[src/rtl/ultrasonic_array_if.sv]
// Register-slot bus between a host and the ultrasonic array core.
// The host drives the strobes and address; the core answers on rd_data.
interface ultrasonic_array_if;
    logic        cs;
    logic        read;
    logic        write;
    logic [4:0]  addr;
    logic [31:0] wr_data;
    logic [31:0] rd_data;

    modport master (output cs, read, write, addr, wr_data, input rd_data);
    modport slave  (input cs, read, write, addr, wr_data, output rd_data);
endinterface

[src/rtl/ultrasonic_array_core.sv]
// Sequential ping scheduler for an array of ultrasonic rangers: one trigger at a time,
// echo width measured per channel, with a dead-time gap between pings against crosstalk.
module ultrasonic_echo_sync (
    input  logic clk,
    input  logic reset,
    input  logic async_in,
    output logic sync_q,
    output logic dly_q
);
    logic meta;

    always_ff @(posedge clk) begin
        if (reset) begin
            meta   <= 1'b0;
            sync_q <= 1'b0;
            dly_q  <= 1'b0;
        end else begin
            meta   <= async_in;
            sync_q <= meta;
            dly_q  <= sync_q;
        end
    end
endmodule

module ultrasonic_array_core #(
    parameter int N_CH           = 4,
    parameter int CNT_W          = 22,
    parameter int TRIG_CYCLES    = 1000,
    parameter int TIMEOUT_CYCLES = 3_000_000,
    parameter int GAP_CYCLES     = 6_000_000
) (
    input  logic                clk,
    input  logic                reset,
    ultrasonic_array_if.slave   bus,
    output logic [N_CH-1:0]     trig,
    input  logic [N_CH-1:0]     echo
);
    localparam int CH_W = (N_CH > 1) ? $clog2(N_CH) : 1;
    localparam logic [CNT_W-1:0] TRIG_LAST = CNT_W'(TRIG_CYCLES - 1);
    localparam logic [CNT_W-1:0] GAP_LAST  = CNT_W'(GAP_CYCLES - 1);
    localparam logic [CNT_W-1:0] TO_LIM    = CNT_W'(TIMEOUT_CYCLES);

    typedef enum logic [2:0] {IDLE, TRIG, WAIT_RISE, MEASURE, GAP} state_t;

    state_t                      state;
    logic                        run, start_pend, seen_low;
    logic [N_CH-1:0]             mask, new_f, to_f, new_set, to_set;
    logic [CH_W-1:0]             ch, first_ch, nxt_ch;
    logic                        nxt_ok, to_evt;
    logic [CNT_W-1:0]            cnt;
    logic [N_CH-1:0][CNT_W-1:0]  result;
    logic [N_CH-1:0]             e_s, e_d;
    logic                        wr_ctrl, wr_clr;
    logic [N_CH-1:0]             wr_mask, clr_new, clr_to;

    for (genvar g = 0; g < N_CH; g++) begin : g_sync
        ultrasonic_echo_sync u_sync (
            .clk(clk), .reset(reset), .async_in(echo[g]), .sync_q(e_s[g]), .dly_q(e_d[g])
        );
    end

    function automatic logic [N_CH-1:0] onehot(input logic [CH_W-1:0] c);
        onehot = '0;
        onehot[c] = 1'b1;
    endfunction

    assign wr_ctrl = bus.cs && bus.write && (bus.addr == 5'd0);
    assign wr_clr  = bus.cs && bus.write && (bus.addr == 5'd2);
    assign wr_mask = bus.wr_data[8 +: N_CH];
    assign clr_new = wr_clr ? bus.wr_data[16 +: N_CH] : '0;
    assign clr_to  = wr_clr ? bus.wr_data[24 +: N_CH] : '0;

    // Lowest masked channel, and the next masked channel above the current one.
    always_comb begin
        first_ch = '0;
        nxt_ch   = ch;
        nxt_ok   = 1'b0;
        for (int i = N_CH - 1; i >= 0; i--) begin
            if (mask[i]) first_ch = CH_W'(i);
            if (mask[i] && i > int'(ch)) begin
                nxt_ch = CH_W'(i);
                nxt_ok = 1'b1;
            end
        end
        to_evt = ((state == WAIT_RISE) || (state == MEASURE)) && (cnt == TO_LIM);
        to_set = to_evt ? onehot(ch) : '0;
    end

    always_ff @(posedge clk) begin
        if (reset) begin
            state      <= IDLE;
            trig       <= '0;
            run        <= 1'b0;
            mask       <= '0;
            start_pend <= 1'b0;
            seen_low   <= 1'b0;
            ch         <= '0;
            cnt        <= '0;
            new_f      <= '0;
            to_f       <= '0;
            new_set    <= '0;
            result     <= '0;
        end else begin
            new_set <= '0;
            new_f   <= (new_f & ~clr_new) | new_set;
            to_f    <= (to_f & ~clr_to) | to_set;
            if (wr_ctrl) begin
                run  <= bus.wr_data[0];
                mask <= wr_mask;
                if (bus.wr_data[1] && state == IDLE && wr_mask != '0) start_pend <= 1'b1;
            end
            case (state)
                IDLE: if ((run || start_pend) && mask != '0) begin
                    ch    <= first_ch;
                    trig  <= onehot(first_ch);
                    cnt   <= '0;
                    state <= TRIG;
                end
                TRIG: if (cnt == TRIG_LAST) begin
                    trig     <= '0;
                    cnt      <= '0;
                    seen_low <= 1'b0;
                    state    <= WAIT_RISE;
                end else cnt <= cnt + CNT_W'(1);
                // A rise only counts once the echo has been seen low inside this window.
                WAIT_RISE: if (to_evt) begin
                    result[ch] <= '1;
                    cnt        <= '0;
                    state      <= GAP;
                end else if (e_s[ch] && seen_low) begin
                    cnt   <= '0;
                    state <= MEASURE;
                end else begin
                    cnt <= cnt + CNT_W'(1);
                    if (!e_s[ch]) seen_low <= 1'b1;
                end
                // Counting on the delayed copy includes the cycle the rise was detected in.
                MEASURE: if (to_evt) begin
                    result[ch] <= '1;
                    cnt        <= '0;
                    state      <= GAP;
                end else if (e_d[ch]) begin
                    cnt <= cnt + CNT_W'(1);
                end else begin
                    result[ch] <= cnt;
                    new_set    <= onehot(ch);
                    cnt        <= '0;
                    state      <= GAP;
                end
                GAP: if (cnt == GAP_LAST) begin
                    cnt <= '0;
                    if ((run || start_pend) && nxt_ok) begin
                        ch    <= nxt_ch;
                        trig  <= onehot(nxt_ch);
                        state <= TRIG;
                    end else if (run && mask != '0) begin
                        ch         <= first_ch;
                        trig       <= onehot(first_ch);
                        start_pend <= 1'b0;
                        state      <= TRIG;
                    end else begin
                        start_pend <= 1'b0;
                        state      <= IDLE;
                    end
                end else cnt <= cnt + CNT_W'(1);
                default: state <= IDLE;
            endcase
        end
    end

    always_comb begin
        bus.rd_data = '0;
        case (bus.addr)
            5'd0: begin
                bus.rd_data[0]         = run;
                bus.rd_data[8 +: N_CH] = mask;
            end
            5'd1: begin
                bus.rd_data[0]          = (state != IDLE);
                bus.rd_data[8 +: CH_W]  = ch;
                bus.rd_data[16 +: N_CH] = new_f;
                bus.rd_data[24 +: N_CH] = to_f;
            end
            default: begin
                for (int k = 0; k < N_CH; k++)
                    if (bus.addr == 5'(8 + k)) bus.rd_data[CNT_W-1:0] = result[k];
            end
        endcase
    end
endmodule

[src/flat_wrapper.sv]
// flat-port wrapper written by rule: the top's interface ports become plain ports
module ultrasonic_array_core_flat 
#(
    parameter int N_CH           = 4,
    parameter int CNT_W          = 22,
    parameter int TRIG_CYCLES    = 1000,
    parameter int TIMEOUT_CYCLES = 3_000_000,
    parameter int GAP_CYCLES     = 6_000_000
)
  (clk, reset, trig, echo, bus_cs, bus_read, bus_write, bus_addr, bus_wr_data, bus_rd_data);
  ultrasonic_array_if bus_i ();
  input  logic clk;
  input  logic reset;
  output logic [N_CH-1:0] trig;
  input  logic [N_CH-1:0] echo;
  input wire logic [$bits(bus_i.cs)-1:0] bus_cs;
  input wire logic [$bits(bus_i.read)-1:0] bus_read;
  input wire logic [$bits(bus_i.write)-1:0] bus_write;
  input wire logic [$bits(bus_i.addr)-1:0] bus_addr;
  input wire logic [$bits(bus_i.wr_data)-1:0] bus_wr_data;
  output wire logic [$bits(bus_i.rd_data)-1:0] bus_rd_data;
  assign bus_i.cs = bus_cs;
  assign bus_i.read = bus_read;
  assign bus_i.write = bus_write;
  assign bus_i.addr = bus_addr;
  assign bus_i.wr_data = bus_wr_data;
  assign bus_rd_data = bus_i.rd_data;
  ultrasonic_array_core #(.N_CH(N_CH), .CNT_W(CNT_W), .TRIG_CYCLES(TRIG_CYCLES), .TIMEOUT_CYCLES(TIMEOUT_CYCLES), .GAP_CYCLES(GAP_CYCLES)) u_core (.clk(clk), .reset(reset), .bus(bus_i), .trig(trig), .echo(echo));
endmodule
[config.mk]
export PLATFORM = sky130hd
export DESIGN_NAME = ultrasonic_array_core_flat
export DESIGN_NICKNAME = d
export VERILOG_FILES = /design/src/rtl/ultrasonic_array_if.sv /design/src/rtl/ultrasonic_array_core.sv /design/src/flat_wrapper.sv
export SDC_FILE = /design/constraint.sdc
export NUM_CORES = 1
export LEC_CHECK = 0
export ABC_CLOCK_PERIOD_IN_PS = 4100
export CAP_MARGIN = 5
export CORE_AREA = 2 2 122 124
export CTS_BUF_LIST = sky130_fd_sc_hd__clkbuf_16
export DETAILED_ROUTE_END_ITERATION = 12
export DIE_AREA = 0 0 124 126
export GPL_ROUTABILITY_DRIVEN = 0
export GPL_TIMING_DRIVEN = 0
export PLACE_DENSITY = 0.76
export SLEW_MARGIN = 0
export SYNTH_ARGS = -nofsm -noshare
export SYNTH_HDL_FRONTEND = slang
export SYNTH_SLANG_ARGS = --single-unit
[constraint.sdc]
create_clock -name clk -period 4.1 [get_ports clk]
set_input_delay 0.82 -clock clk [delete_from_list [all_inputs] [get_ports clk]]
set_output_delay 0.82 -clock clk [all_outputs]
set_load 0.01 [all_outputs]
; Yosys cells after proc, flatten, opt, wreduce, memory -nomap -nowiden
; Cells that the tools add are included.
[word_totals]
ff_bits = 150
[classes]
n_addsub = 1
mux = 81
reduce_logical = 36
n_lt_le_gt_ge = 9
n_bitwise = 8
n_eq_ne = 23
[op_table]
columns = operator, n
row1 = 22-bit 2-to-1 mux, 12
row2 = 88-bit 2-to-1 mux, 3
row3 = 88-bit case mux with 2 select lines, 1
row4 = 22-bit case mux with 5 select lines, 1
row5 = 88-bit bitwise mux, 1
row6 = 88-bit OR, 1
row7 = 22-bit demux with 2-bit select, 1
row8 = 4-bit 2-to-1 mux, 10
row9 = 2-bit 2-to-1 mux, 12
row10 = 3-bit 2-to-1 mux, 8
row11 = 22-bit by 1-bit adder with 22-bit output (second input constant), 1
row12 = 22-bit by 10-bit == test with 1-bit output (second input constant), 1
row13 = 22-bit by 21-bit == test with 1-bit output (second input constant), 1
row14 = 22-bit == test (second input constant), 1
row15 = 5-bit by 4-bit == test with 1-bit output (second input constant), 4
row16 = 1-bit 2-to-1 mux, 18
row17 = 1-bit logical AND, 16
row18 = 3-bit case mux with 5 select lines, 1
row19 = 5-bit AND reduction, 3
row20 = 2-bit case mux with 2 select lines, 3
row21 = 4-bit case mux with 3 select lines, 1
row22 = 2-bit by 3-bit less-than comparator with 1-bit output (second input constant), 3
row23 = 4-bit AND, 2
row24 = 2-bit != test (second input constant), 4
row25 = other kinds (31), 49

; Depth between registers and ports, before layout
[logic_depth]
depth_word = 12
depth_mapped = 10
mapped_depth_nobuf = 8

; Modules after synthesis
; From an unflattened synthesis, not the netlist that was laid out.
[unflattened]
hier_cells = 815
area_unflattened_um2 = 7010.5
[by_module_without_submodules]
columns = module, instances, area_per_inst_um2, cells_each
row1 = ultrasonic_array_core, 1, 6695.2, 791
row2 = ultrasonic_echo_sync, 4, 78.8, 6

; Worst setup path before layout
; No wires, ideal clock.
[synth_timing]
kind = input port to output port
startpoint = input bus_addr[3]
endpoint = output bus_rd_data[8]
t_required_ps = 3280
arrival_time_ps = 1996
stages = 6
n_path_buf = 2
slack_ps = 1284
path_cell_list = clkbuf_1 and3_1 clkbuf_1 a221oi_1 a21oi_1 a221o_1
[synth_between]
elab_chain_cells = 6
[synth_lines]
columns = element, line
row1 = "start, declared", flat_wrapper.sv:19  ; input wire logic [$bits(bus_i.addr)-1:0] bus_addr;
row2 = 5-bit by 4-bit == test with 1-bit output, ultrasonic_array_core.sv:186  ; if (bus.addr == 5'(8 + k)) bus.rd_data[CNT_W-1:0] = result[k];
row3 = 22-bit 2-to-1 mux (4 in series), ultrasonic_array_core.sv:186
row4 = 2-bit case mux with 2 select lines (*), ultrasonic_array_core.sv:173  ; case (bus.addr)
row5 = "end, declared", flat_wrapper.sv:21  ; output wire logic [$bits(bus_i.rd_data)-1:0] bus_rd_data;
; Mark *: on every way between the ends. The rest lies on a longest branch, timed or not.

; Worst setup path after layout
[layout_timing]
startpoint = input bus_addr[4]
endpoint = output bus_rd_data[8]
; Same word-level chain as after synthesis.

==> flow_summary.json <==
{
  "final_nets": 833,
  "io_buffer_count": 54,
  "finalPower_uw": 3310,
  "cts_tree": "built",
  "hold_end": "u_core.g_sync[1].u_sync.sync_q",
  "syn_inst": 707,
  "final_common_cell": "dfxtp_1",
  "cp-start-kind": "input pin",
  "totalWireLength_um": 21200,
  "cap_violations": 0,
  "postCtsSetupRepairBufs": 0,
  "synth_fa_ha_area_frac": 0.00357,
  "clk_latency_ns": 0.43,
  "arrival_ns": 3.24,
  "num_vias": 6409,
  "slew_violations": 0,
  "core_um2": 14300,
  "ys.flop_type": "dfxtp_1",
  "dp_hpwl_um": 15000,
  "fill_cells": 1223,
  "hold_ws_ns": 0.437,
  "end_kind": "output pin",
  "path_max_fanout": 10,
  "synth_cell_types": 81,
  "avgRoutedWirePerCell_um": 21.6,
  "hold_depth": 1,
  "r2r_slack_ns": 0.73,
  "synthToLayoutAreaGrowth_pct": 19.5,
  "cts_max_level": 4,
  "diodes": 0,
  "yosys.area_share.simple": 0.167,
  "clock-skew-final_ns": 0.00965,
  "setup_viol": 0,
  "avgSynthCellArea_um2": 9.92,
  "finalHoldViolations": 0,
  "relSlewSlack": 0.239,
  "synthArstFlopShare": 0,
  "fp.dieW_um": 124,
  "grt_max_degree": 17,
  "syn_area_um2": 7010,
  "synth-seq-area-share": 0.428,
  "dp_cells": 950,
  "synth.area.mux_share": 0.0621,
  "dieHeight_um": 126,
  "clk_pin_slew_ns": 0.06,
  "initial_core_util": 0.490,
  "hold_path_class": "flip-flop to flip-flop",
  "status": "completed",
  "synth_compound_area_frac": 0.267,
  "period_share": 0.991,
  "antenna_found_initial": 0,
  "crit_type": "input pin to output pin",
  "grt_usage": 0.272,
  "required_ns": 3.28,
  "synth_edf_count": 0,
  "synth_top_family_by_area": "compound AO/OA/AOI/OAI gates",
  "cts.sinks": 150,
  "drtAntennaViolNets": 0,
  "numCtsBuffers": 17,
  "max_slew.worst_pin.slew_ns": 1.14,
  "viasPerCell": 6.54,
  "post_cts_resized": 4,
  "hp-start": "u_core.g_sync[1].u_sync.meta",
  "leakage_uw": 0.00303,
  "p_per_area_nw_per_um2": 395,
  "rows": 44,
  "r2r-end": "u_core.result[32]",
  "drc_errors": 0,
  "drive_gt1_frac": 0.219,
  "post_dp_cell_area_um2": 7800,
  "timing.rr.start": "u_core.cnt[0]",
  "clockRootBuffer": "clkbuf_16",
  "synthXorXnorAreaFrac": 0.00500,
  "max_freq_mhz": 246,
  "clockBufferDepth": 2,
  "drt_iter0_markers": 790,
  "fin_cells": 980,
  "dieArea_um2": 15600,
  "grt_pass1_wl_um": 32800,
  "rsz0062_at_grt": "false",
  "overflow": 0,
  "yosysWarnings": 0,
  "postCtsHoldBufs": 0,
  "ios": 82,
  "first_pass_iters": 5,
  "fin_area_um2": 8380,
  "grt_pass1_vias": 6235,
  "layout_common_cells": "dfxtp_1, o221a_2, clkdlybuf4s50_1, nand2_1, nor2_1",
  "ir_drop_v": 0.000309,
  "fin_crit_ns": 4.06,
  "worstRegToRegCells": 10,
  "ys_ff_latch": 150
}
kinds of logic after synthesis:
group | after synthesis
multiplexers | 41
buffers and inverters | 88
flip-flops | 150
adder cells (fa/ha/maj) | 2
AND/OR/NAND/NOR | 209
XOR/XNOR | 4
AO/OA/AOI/OAI | 212
other | 1
metrics by stage:
step / utilization / TNS (ns) / setup WS [ns]
after global routing: 0.585 / 0 / 0.00231
after floorplan: - / 0 / 1.28
final: 0.585 / 0 / 0.0385
after detailed placement: 0.545 / -2.45 / -0.192
after global placement: 0.545 / -1.61 / -0.154
after CTS: 0.584 / 0 / 0.0451
registers in the layout, summed over array words and instances, names as in the netlist:
register / flops
u_core.result: 88
u_core.cnt: 22
u_core.g_sync.u_sync.dly_q: 4
u_core.g_sync.u_sync.meta: 4
u_core.g_sync.u_sync.sync_q: 4
u_core.mask: 4
u_core.new_f: 4
u_core.new_set: 4
u_core.to_f: 4
u_core.trig: 4
u_core.state: 3
u_core.ch: 2
u_core.run: 1
u_core.seen_low: 1
u_core.start_pend: 1
power by group:
group	internal [µW]	switching, µW	leakage, µW
Clock	884	614	0.000270
Combinational	119	208	0.00155
Sequential	1470	11.1	0.00121
Total	2480	833	0.00303
synthesized netlist by cell type, drive strengths merged (16+ instances only):
cell    instances  area (µm²)
nor2b          16         100
dfxtp         150        3000
nand3          19        95.1
nand2          50         190
buf            32         254
mux2i          39         390
nor3           16        96.4
nor2           44         168
clkbuf         46         173
a21oi          27         135
o221a          88         991
worst max-delay path by stage:
stage,from,endpoint,cells after the start
finish,bus_addr[4],bus_rd_data[8],8
global route,bus_addr[4],bus_rd_data[8],8
CTS,bus_addr[4],bus_rd_data[8],8
detailed placement,bus_addr[0],bus_rd_data[6],6
global placement,bus_addr[0],bus_rd_data[1],6
floorplan,bus_addr[3],bus_rd_data[8],6
critical path: stages:
cell,delay [ns]
clkdlybuf4s50_1,0.55
nor2_1,0.10
and3_1,0.21
clkbuf_2,0.22
a221oi_1,0.46
a21oi_1,0.10
a221o_1,0.29
clkdlybuf4s50_1,0.49
per-layer routing:
layer,wire (µm),track usage
met5,0,0
met4,801,0.134
met3,1730,0.0611
met2,9950,0.431
met1,8710,0.349
layout make-up:
class                           instances  area, µm²  area share
Buffer                                 78        435      0.0520
Clock buffer                           17        425      0.0508
Clock inverter                         13        133      0.0158
Inverter                               10       37.5     0.00448
Multi-Input combinational cell        474       3570       0.426
Sequential cell                       150       3000       0.359
Tap cell                              184        230      0.0275
Timing Repair Buffer                   54        541      0.0645
(Power assumes the default switching activity.)
